`config.mk`:
```
export PLATFORM = sky130hd
export DESIGN_NAME = complete_arbiter
export DESIGN_NICKNAME = d
export VERILOG_FILES = /design/src/rtl/complete_arbiter.sv
export SDC_FILE = /design/constraint.sdc
export NUM_CORES = 1
export LEC_CHECK = 0
export ABC_AREA = 0
export CAP_MARGIN = 20
export CORE_AREA = 2 2 344 346
export DETAILED_ROUTE_END_ITERATION = 6
export DIE_AREA = 0 0 346 348
export PLACE_DENSITY = 0.44
export RECOVER_POWER = 50
export SYNTH_ARGS = -nofsm -noshare
export SYNTH_HDL_FRONTEND = slang
export SYNTH_SLANG_ARGS = --single-unit
```
`constraint.sdc`:
```
create_clock -name clock -period 10.1 [get_ports clock]
set_input_delay 2.02 -clock clock [delete_from_list [all_inputs] [get_ports clock]]
set_output_delay 2.02 -clock clock [all_outputs]
set_load 0.05 [all_outputs]
```
`src/rtl/complete_arbiter.sv`:
```
// Completion-stage scheduler: round-robin picks up to CDB_W finished FU results per cycle,
// applies fu_ready backpressure to the losers and registers the winners onto the CDB.
package complete_arbiter_pkg;
   localparam int FU_W   = 3;
   localparam int NUM_FU = 2 ** FU_W;
   localparam int CDB_W  = 3;
   localparam int PR_W   = 6;
   localparam int ROB_W  = 5;

   typedef struct packed {
      logic              valid;
      logic [PR_W-1:0]   dest_pr;
      logic [ROB_W-1:0]  rob_entry;
      logic [31:0]       value;
      logic              take_branch;
      logic [31:0]       target_pc;
   } fu_complete_packet_t;
endpackage

module complete_arbiter
   import complete_arbiter_pkg::*;
(
   input  logic                 clock,
   input  logic                 reset,
   input  logic [NUM_FU-1:0]    fu_finish,
   input  fu_complete_packet_t  fu_packet [NUM_FU],
   input  logic                 squash,
   output logic [NUM_FU-1:0]    fu_ready,
   output fu_complete_packet_t  cdb_packet_out [CDB_W],
   output logic [PR_W-1:0]      cdb_t [CDB_W],
   output logic [FU_W-1:0]      rr_ptr_out
);

   localparam int CNT_W = $clog2(CDB_W + 1);
   localparam logic [CNT_W-1:0] CDB_CNT = CNT_W'(CDB_W);

   logic [FU_W-1:0]      rr_ptr;
   logic [NUM_FU-1:0]    grant;
   logic [CDB_W-1:0]     slot_valid;
   logic [FU_W-1:0]      slot_idx [CDB_W];
   logic [FU_W-1:0]      last_idx;
   logic [FU_W-1:0]      scan_idx;
   logic [CNT_W-1:0]     found;
   fu_complete_packet_t  slot_pkt [CDB_W];

   // Walk the FUs starting at the priority pointer; the k-th requester found fills slot k.
   // The pointer width equals log2(NUM_FU), so the scan index wraps 7 -> 0 for free.
   always_comb begin
      grant      = '0;
      slot_valid = '0;
      last_idx   = rr_ptr;
      scan_idx   = '0;
      found      = '0;
      for (int s = 0; s < CDB_W; s++) slot_idx[s] = '0;
      if (!reset && !squash) begin
         for (int k = 0; k < NUM_FU; k++) begin
            scan_idx = rr_ptr + FU_W'(k);
            if (fu_finish[scan_idx] && (found < CDB_CNT)) begin
               grant[scan_idx]   = 1'b1;
               slot_valid[found] = 1'b1;
               slot_idx[found]   = scan_idx;
               last_idx          = scan_idx;
               found             = found + 1'b1;
            end
         end
      end
   end

   // Winners carry valid=1 regardless of what the FU drove; empty slots are all zero,
   // so a zero dest_pr naturally yields a zero broadcast tag.
   always_comb begin
      for (int s = 0; s < CDB_W; s++) begin
         slot_pkt[s] = '0;
         if (slot_valid[s]) begin
            slot_pkt[s]       = fu_packet[slot_idx[s]];
            slot_pkt[s].valid = 1'b1;
         end
      end
   end

   assign fu_ready   = (reset || squash) ? '1 : (~fu_finish | grant);
   assign rr_ptr_out = rr_ptr;

   // Squash and reset both flush the broadcast stage and restart priority at FU0.
   always_ff @(posedge clock) begin
      if (reset || squash) begin
         rr_ptr <= '0;
         for (int s = 0; s < CDB_W; s++) begin
            cdb_packet_out[s] <= '0;
            cdb_t[s]          <= '0;
         end
      end else begin
         for (int s = 0; s < CDB_W; s++) begin
            cdb_packet_out[s] <= slot_pkt[s];
            cdb_t[s]          <= slot_pkt[s].dest_pr;
         end
         if (|grant) rr_ptr <= last_idx + 1'b1;
      end
   end

endmodule

```
==> results of run 1 <==
[sequential cells by signal, summed over array words and instances, names as in the netlist]
| register | flops |
|---|---|
| cdb_packet_out | 213 |
| rr_ptr_out | 3 |
| cdb_t | 18 |
[path summary, 6_finish.rpt]
check                                   from                             end  slack, ns  cells after the start
hold / removal    rr_ptr_out[0]$_SDFFE_PN0P_      rr_ptr_out[0]$_SDFFE_PN0P_       0.61                      2
setup / recovery                fu_finish[7]                     fu_ready[7]       0.25                     31
hold reg to reg   rr_ptr_out[0]$_SDFFE_PN0P_      rr_ptr_out[0]$_SDFFE_PN0P_       0.61                      2
setup reg to reg  rr_ptr_out[2]$_SDFFE_PN0P_  cdb_packet_out[100]$_SDFF_PP0_       1.17                     35
[worst max-delay path: cells and delay by family]
kind	cells	cell delay, ns
and+or+nand+nor	6	0.90
buffers and inverters	8	1.15
muxes	2	0.78
AOI/OAI and AO/OA	9	1.78
xor gates and xnor gates	1	0.17
adders and majority gates	5	1.00
[metrics by stage]
| stage | setup TNS (ns) | area (um^2) | hold WS, ns | worst slack [ns] |
|---|---|---|---|---|
| after floorplan | 0 | 22600 | 1.11 | 0.0175 |
| after global routing | 0 | 37800 | 0.642 | 0.00458 |
| after detailed placement | -25.67 | 36200 | 0.602 | -0.516 |
| after global placement | -11.84 | 36200 | 0.581 | -0.416 |
| final | 0 | 37800 | 0.609 | 0.252 |
| after CTS | 0 | 37600 | 0.608 | 0.0222 |
[routing by layer]
metal / up-vias / global-route usage (%) / wire [um]
met3: 314 / 6.41 / 12900
met5: - / 0 / 232
met2: 1524 / 41.1 / 73200
met1: 14500 / 30.7 / 65200
met4: 36 / 9.30 / 5570
li1: 12900 / - / -
[synth_stat cells, types with 20 or more instances]
cell and n:
buf_4 35, buf_2 59, dfxtp_1 234, buf_1 20
nor2_1 34, a221oi_1 231, nand3_1 25, o21ai_0 24
a32o_1 153, a21oi_1 249, mux2_2 167, a221o_1 79
and2_1 83, a211oi_1 80, nor3_1 86, ha_1 27
inv_1 22, clkbuf_1 197, nand2_1 505, mux2i_1 321
[final cells by class]
type                       count  area, um^2  area share [%]
antenna                       29        72.6           0.192
inverter                      23        88.8           0.235
sequential                   234        4690            12.4
timing repair buffer        1253       12800            33.8
clock inverter                18         270           0.715
tap                         1536        1920            5.08
multi-input combinational   2218       16900            44.6
clock buffer                  53        1110            2.94
[timing repair]
action	4_1_cts	5_1_grt
setup buffers	1	2
endpoints found under the setup margin	8	8
pin swaps	4	5
resized for setup	18	30
gates cloned	0	0
[cells by family (layout without fill, tap and decap cells)]
| kind of cell | Yosys count | in the layout | share of synthesized area, % |
|---|---|---|---|
| xor gates and xnor gates | 4 | 4 | 0.190 |
| adders and majority gates | 28 | 28 | 1.60 |
| and+or+nand+nor | 771 | 771 | 15.0 |
| AOI/OAI and AO/OA | 916 | 916 | 32.0 |
| DFF | 234 | 234 | 20.9 |
| muxes | 499 | 499 | 23.8 |
| other | 0 | 29 | 0 |
| buffers and inverters | 334 | 1347 | 6.52 |
==> results.toml, run 1 <==
[sta]
rsz0062_at_grt = "false"
final.period_utilization_pct = 97.5
tightest_slew_ns = 0.998
min_period_ns = 9.85
fmax_ghz = 0.102
skew_ns = 0.0211
finalHoldViolations = 0
drv_slew = 0
timing.slew.headroom_pct = 33.3
setup_violations = 0

[route]
vias_per_cell = 5.44
dr.pass1.iters = 5
wirelength_mm = 157
wl_per_cell_um = 29.3
ant_nets = 0
vias = 29200
drtIter0Drc = 2540
drc_errors = 0

[yosys]
synth_cell_type_count = 73
synth_edf_count = 0
ys_seq_area_share_pct = 20.9
yosys-top-cells-area = "dfxtp_1 21%, mux2i_1 14%, a221oi_1 9.0%, nand2_1 8.5%, mux2_2 8.4%"
avgSynthCellArea_um2 = 8.05
async_reset_ff_share_pct = 0
synth.largest_area_cell = "dfxtp_1"
yosys_warnings = 0
synthFlopType = "dfxtp_1"
ys_ff_latch = 234
netlist_instances = 2786
syn_nets = 3441
syn_area_um2 = 22400
yosysTopAreaCellShare_pct = 20.9

[global_routing]
overflow = 0
grt_pass1_wl_mm = 219
track_usage_pct = 24.7
antenna_found_initial = 56
grt_pass1_vias = 28900
grt_max_degree = 67

[clock_tree]
path_clk_slew_ns = 0.05
htreeDepth = 2
cts_max_path_buffers = 3
clock_latency_ns = 0.61
numClockSinks = 234
numCtsBuffers = 39
hold_buffers = 0
cts-root-buf = "clkbuf_16"
cts_tree = "done"

[outcome]
status = "finished clean"

[floorplanning]
initial_utilization_pct = 19.2
rows = 126
die_w_um = 346
io_pins = 887
core_um2 = 117000
die_h_um = 348
dieArea_um2 = 120000

[worst_setup_path]
slowest_stage = "mux4_2"
crit_path_max_incr_delay_ns = 0.50
cpMostUsedCell = "ha_4"
crit_type = "input port to primary output"
arrival_ns = 7.83
start_kind = "input port"
cp-end-kind = "primary output"
cp_max_fo = 6
required_ns = 8.08

[layout]
final_cells = 5364
utilization_pct = 32.3
fin_nets = 4424
final_common_cell = "clkdlybuf4s50_1"
syn2layout_area_growth_pct = 68.7
final_cell_mix = "615 x clkdlybuf4s50_1, 502 x nand2_1, 315 x mux2i_1"
fillers = 12500
final_layout_size_suffix_gt1_share_pct = 18.5

[run]
max_cap_violations = 0

[placement]
dp.cells = 5261
numPortBuffers = 878
dpl.hpwl_mm = 116
place.gp.congestion = 0.912

[min_path]
min_path_type = "register to register"
Power of run 1 is not shown: default switching activity piles up to over one toggle a cycle in this logic, so the estimate is an artifact.
==> run 2: changes to the inputs <==
--- a/config.mk
+++ b/config.mk
@@ -10,7 +10,7 @@
 export CORE_AREA = 2 2 344 346
 export DETAILED_ROUTE_END_ITERATION = 6
 export DIE_AREA = 0 0 346 348
-export PLACE_DENSITY = 0.44
+export PLACE_DENSITY = 0.52
 export RECOVER_POWER = 50
 export SYNTH_ARGS = -nofsm -noshare
 export SYNTH_HDL_FRONTEND = slang
==> results.toml, run 2 (synthesized netlist as in run 1, its figures left out) <==
[worst_setup_path]
arrival_ns = 7.67
slowest_stage = "mux4_2"
crit_type = "input port to primary output"
cpMostUsedCell = "buf_4"
cp-end-kind = "primary output"
required_ns = 8.08
cp_max_fo = 8
start_kind = "input port"
crit_path_max_incr_delay_ns = 0.49

[floorplanning]
die_h_um = 348
io_pins = 887
core_um2 = 117000
die_w_um = 346
rows = 126
initial_utilization_pct = 19.2
dieArea_um2 = 120000

[layout]
fin_nets = 4395
seq_area_um2 = 4690
largest-register = "cdb_packet_out"
design_area_um2 = 37300
fillers = 12200
final_cell_mix = "615 x clkdlybuf4s50_1, 502 x nand2_1, 315 x mux2i_1"
final_cells = 5322
multi_input_comb_area_um2 = 16800
final_common_cell = "clkdlybuf4s50_1"
syn2layout_area_growth_pct = 66.3
final_layout_size_suffix_gt1_share_pct = 17.7
largest_reg_flops = 213

[route]
drc_errors = 0
vias_per_cell = 5.51
wl_per_cell_um = 29.2
dr.pass1.iters = 7
ant_nets = 0
drtIter0Drc = 3198
vias = 29300
wirelength_mm = 155

[clock_tree]
cts_tree = "done"
htreeDepth = 2
numClockSinks = 234
clock_latency_ns = 0.58
numCtsBuffers = 36
cts_max_path_buffers = 3
path_clk_slew_ns = 0.06
cts-root-buf = "clkbuf_16"

[sta]
final.period_utilization_pct = 95.9
timing.slew.headroom_pct = 19.3
skew_ns = 0.0102
setup_violations = 0
fmax_ghz = 0.103
finalHoldViolations = 0
min_period_ns = 9.69
tightest_slew_ns = 1.22
drv_slew = 0
rsz0062_at_grt = "false"

[global_routing]
grt_pass1_wl_mm = 214
grt_pass1_vias = 28300
overflow = 0
antenna_found_initial = 47
grt_max_degree = 44
track_usage_pct = 24.3

[placement]
place.gp.congestion = 0.942
dp.cells = 5234
numPortBuffers = 878
place_area_um2 = 35900
dpl.hpwl_mm = 117

[run]
max_cap_violations = 0

[outcome]
status = "finished clean"

[min_path]
min_path_type = "register to register"
[run 2: repair_timing]
action,in CTS,in global routing
buffers inserted,1,3
setup endpoints to repair,8,8
pin swaps,2,8
hold buffers,0,0
gates resized for setup,9,31
[run 2: worst paths after layout]
path	startpoint	to	slack [ns]	depth (start not counted)
setup / recovery	fu_finish[6]	fu_ready[3]	0.41	29
hold / removal	rr_ptr_out[2]$_SDFFE_PN0P_	rr_ptr_out[2]$_SDFFE_PN0P_	0.73	2
setup reg to reg	rr_ptr_out[0]$_SDFFE_PN0P_	cdb_packet_out[113]$_SDFF_PP0_	1.55	40
hold reg to reg	rr_ptr_out[2]$_SDFFE_PN0P_	rr_ptr_out[2]$_SDFFE_PN0P_	0.73	2
[run 2: cell type report]
type | instances | area share (%)
timing repair buffer | 1227 | 33.5
multi-input combinational | 2218 | 45.1
sequential | 234 | 12.6
clock buffer | 49 | 2.76
antenna | 24 | 0.161
tap | 1536 | 5.15
clock inverter | 11 | 0.456
inverter | 23 | 0.238
[run 2: per-layer routing]
| metal | up-vias | GRT usage, % | routed length [um] |
|---|---|---|---|
| met3 | 399 | 6.25 | 15200 |
| met1 | 14100 | 30.5 | 62600 |
| met2 | 1929 | 38.8 | 70200 |
| met5 | - | 0 | 98 |
| li1 | 12800 | - | - |
| met4 | 16 | 11.3 | 7310 |
[run 2: per-stage QoR]
| step | hold WS, ns | setup WS, ns | utilization [%] | setup TNS (ns) |
|---|---|---|---|---|
| 5_1_grt | 0.808 | 0.139 | 31.9 | 0 |
| 6_report | 0.735 | 0.413 | 31.9 | 0 |
| 2_1_floorplan | 1.11 | 0.0175 | - | 0 |
| 3_3_place_gp | 0.729 | -0.221 | 30.7 | -2.12 |
| 3_5_place_dp | 0.722 | -0.205 | 30.7 | -1.85 |
| 4_1_cts | 0.733 | 0.0147 | 31.7 | 0 |
[run 2: worst max-delay path, delay by kind of cell]
kind                       cells  cell delay [ns]
AOI/OAI and AO/OA              9             1.97
adders and majority gates      5             1.18
buffers and inverters          8             1.17
muxes                          2             0.78
and+or+nand+nor                5             0.56
Power of run 2 is left out for the same reason.
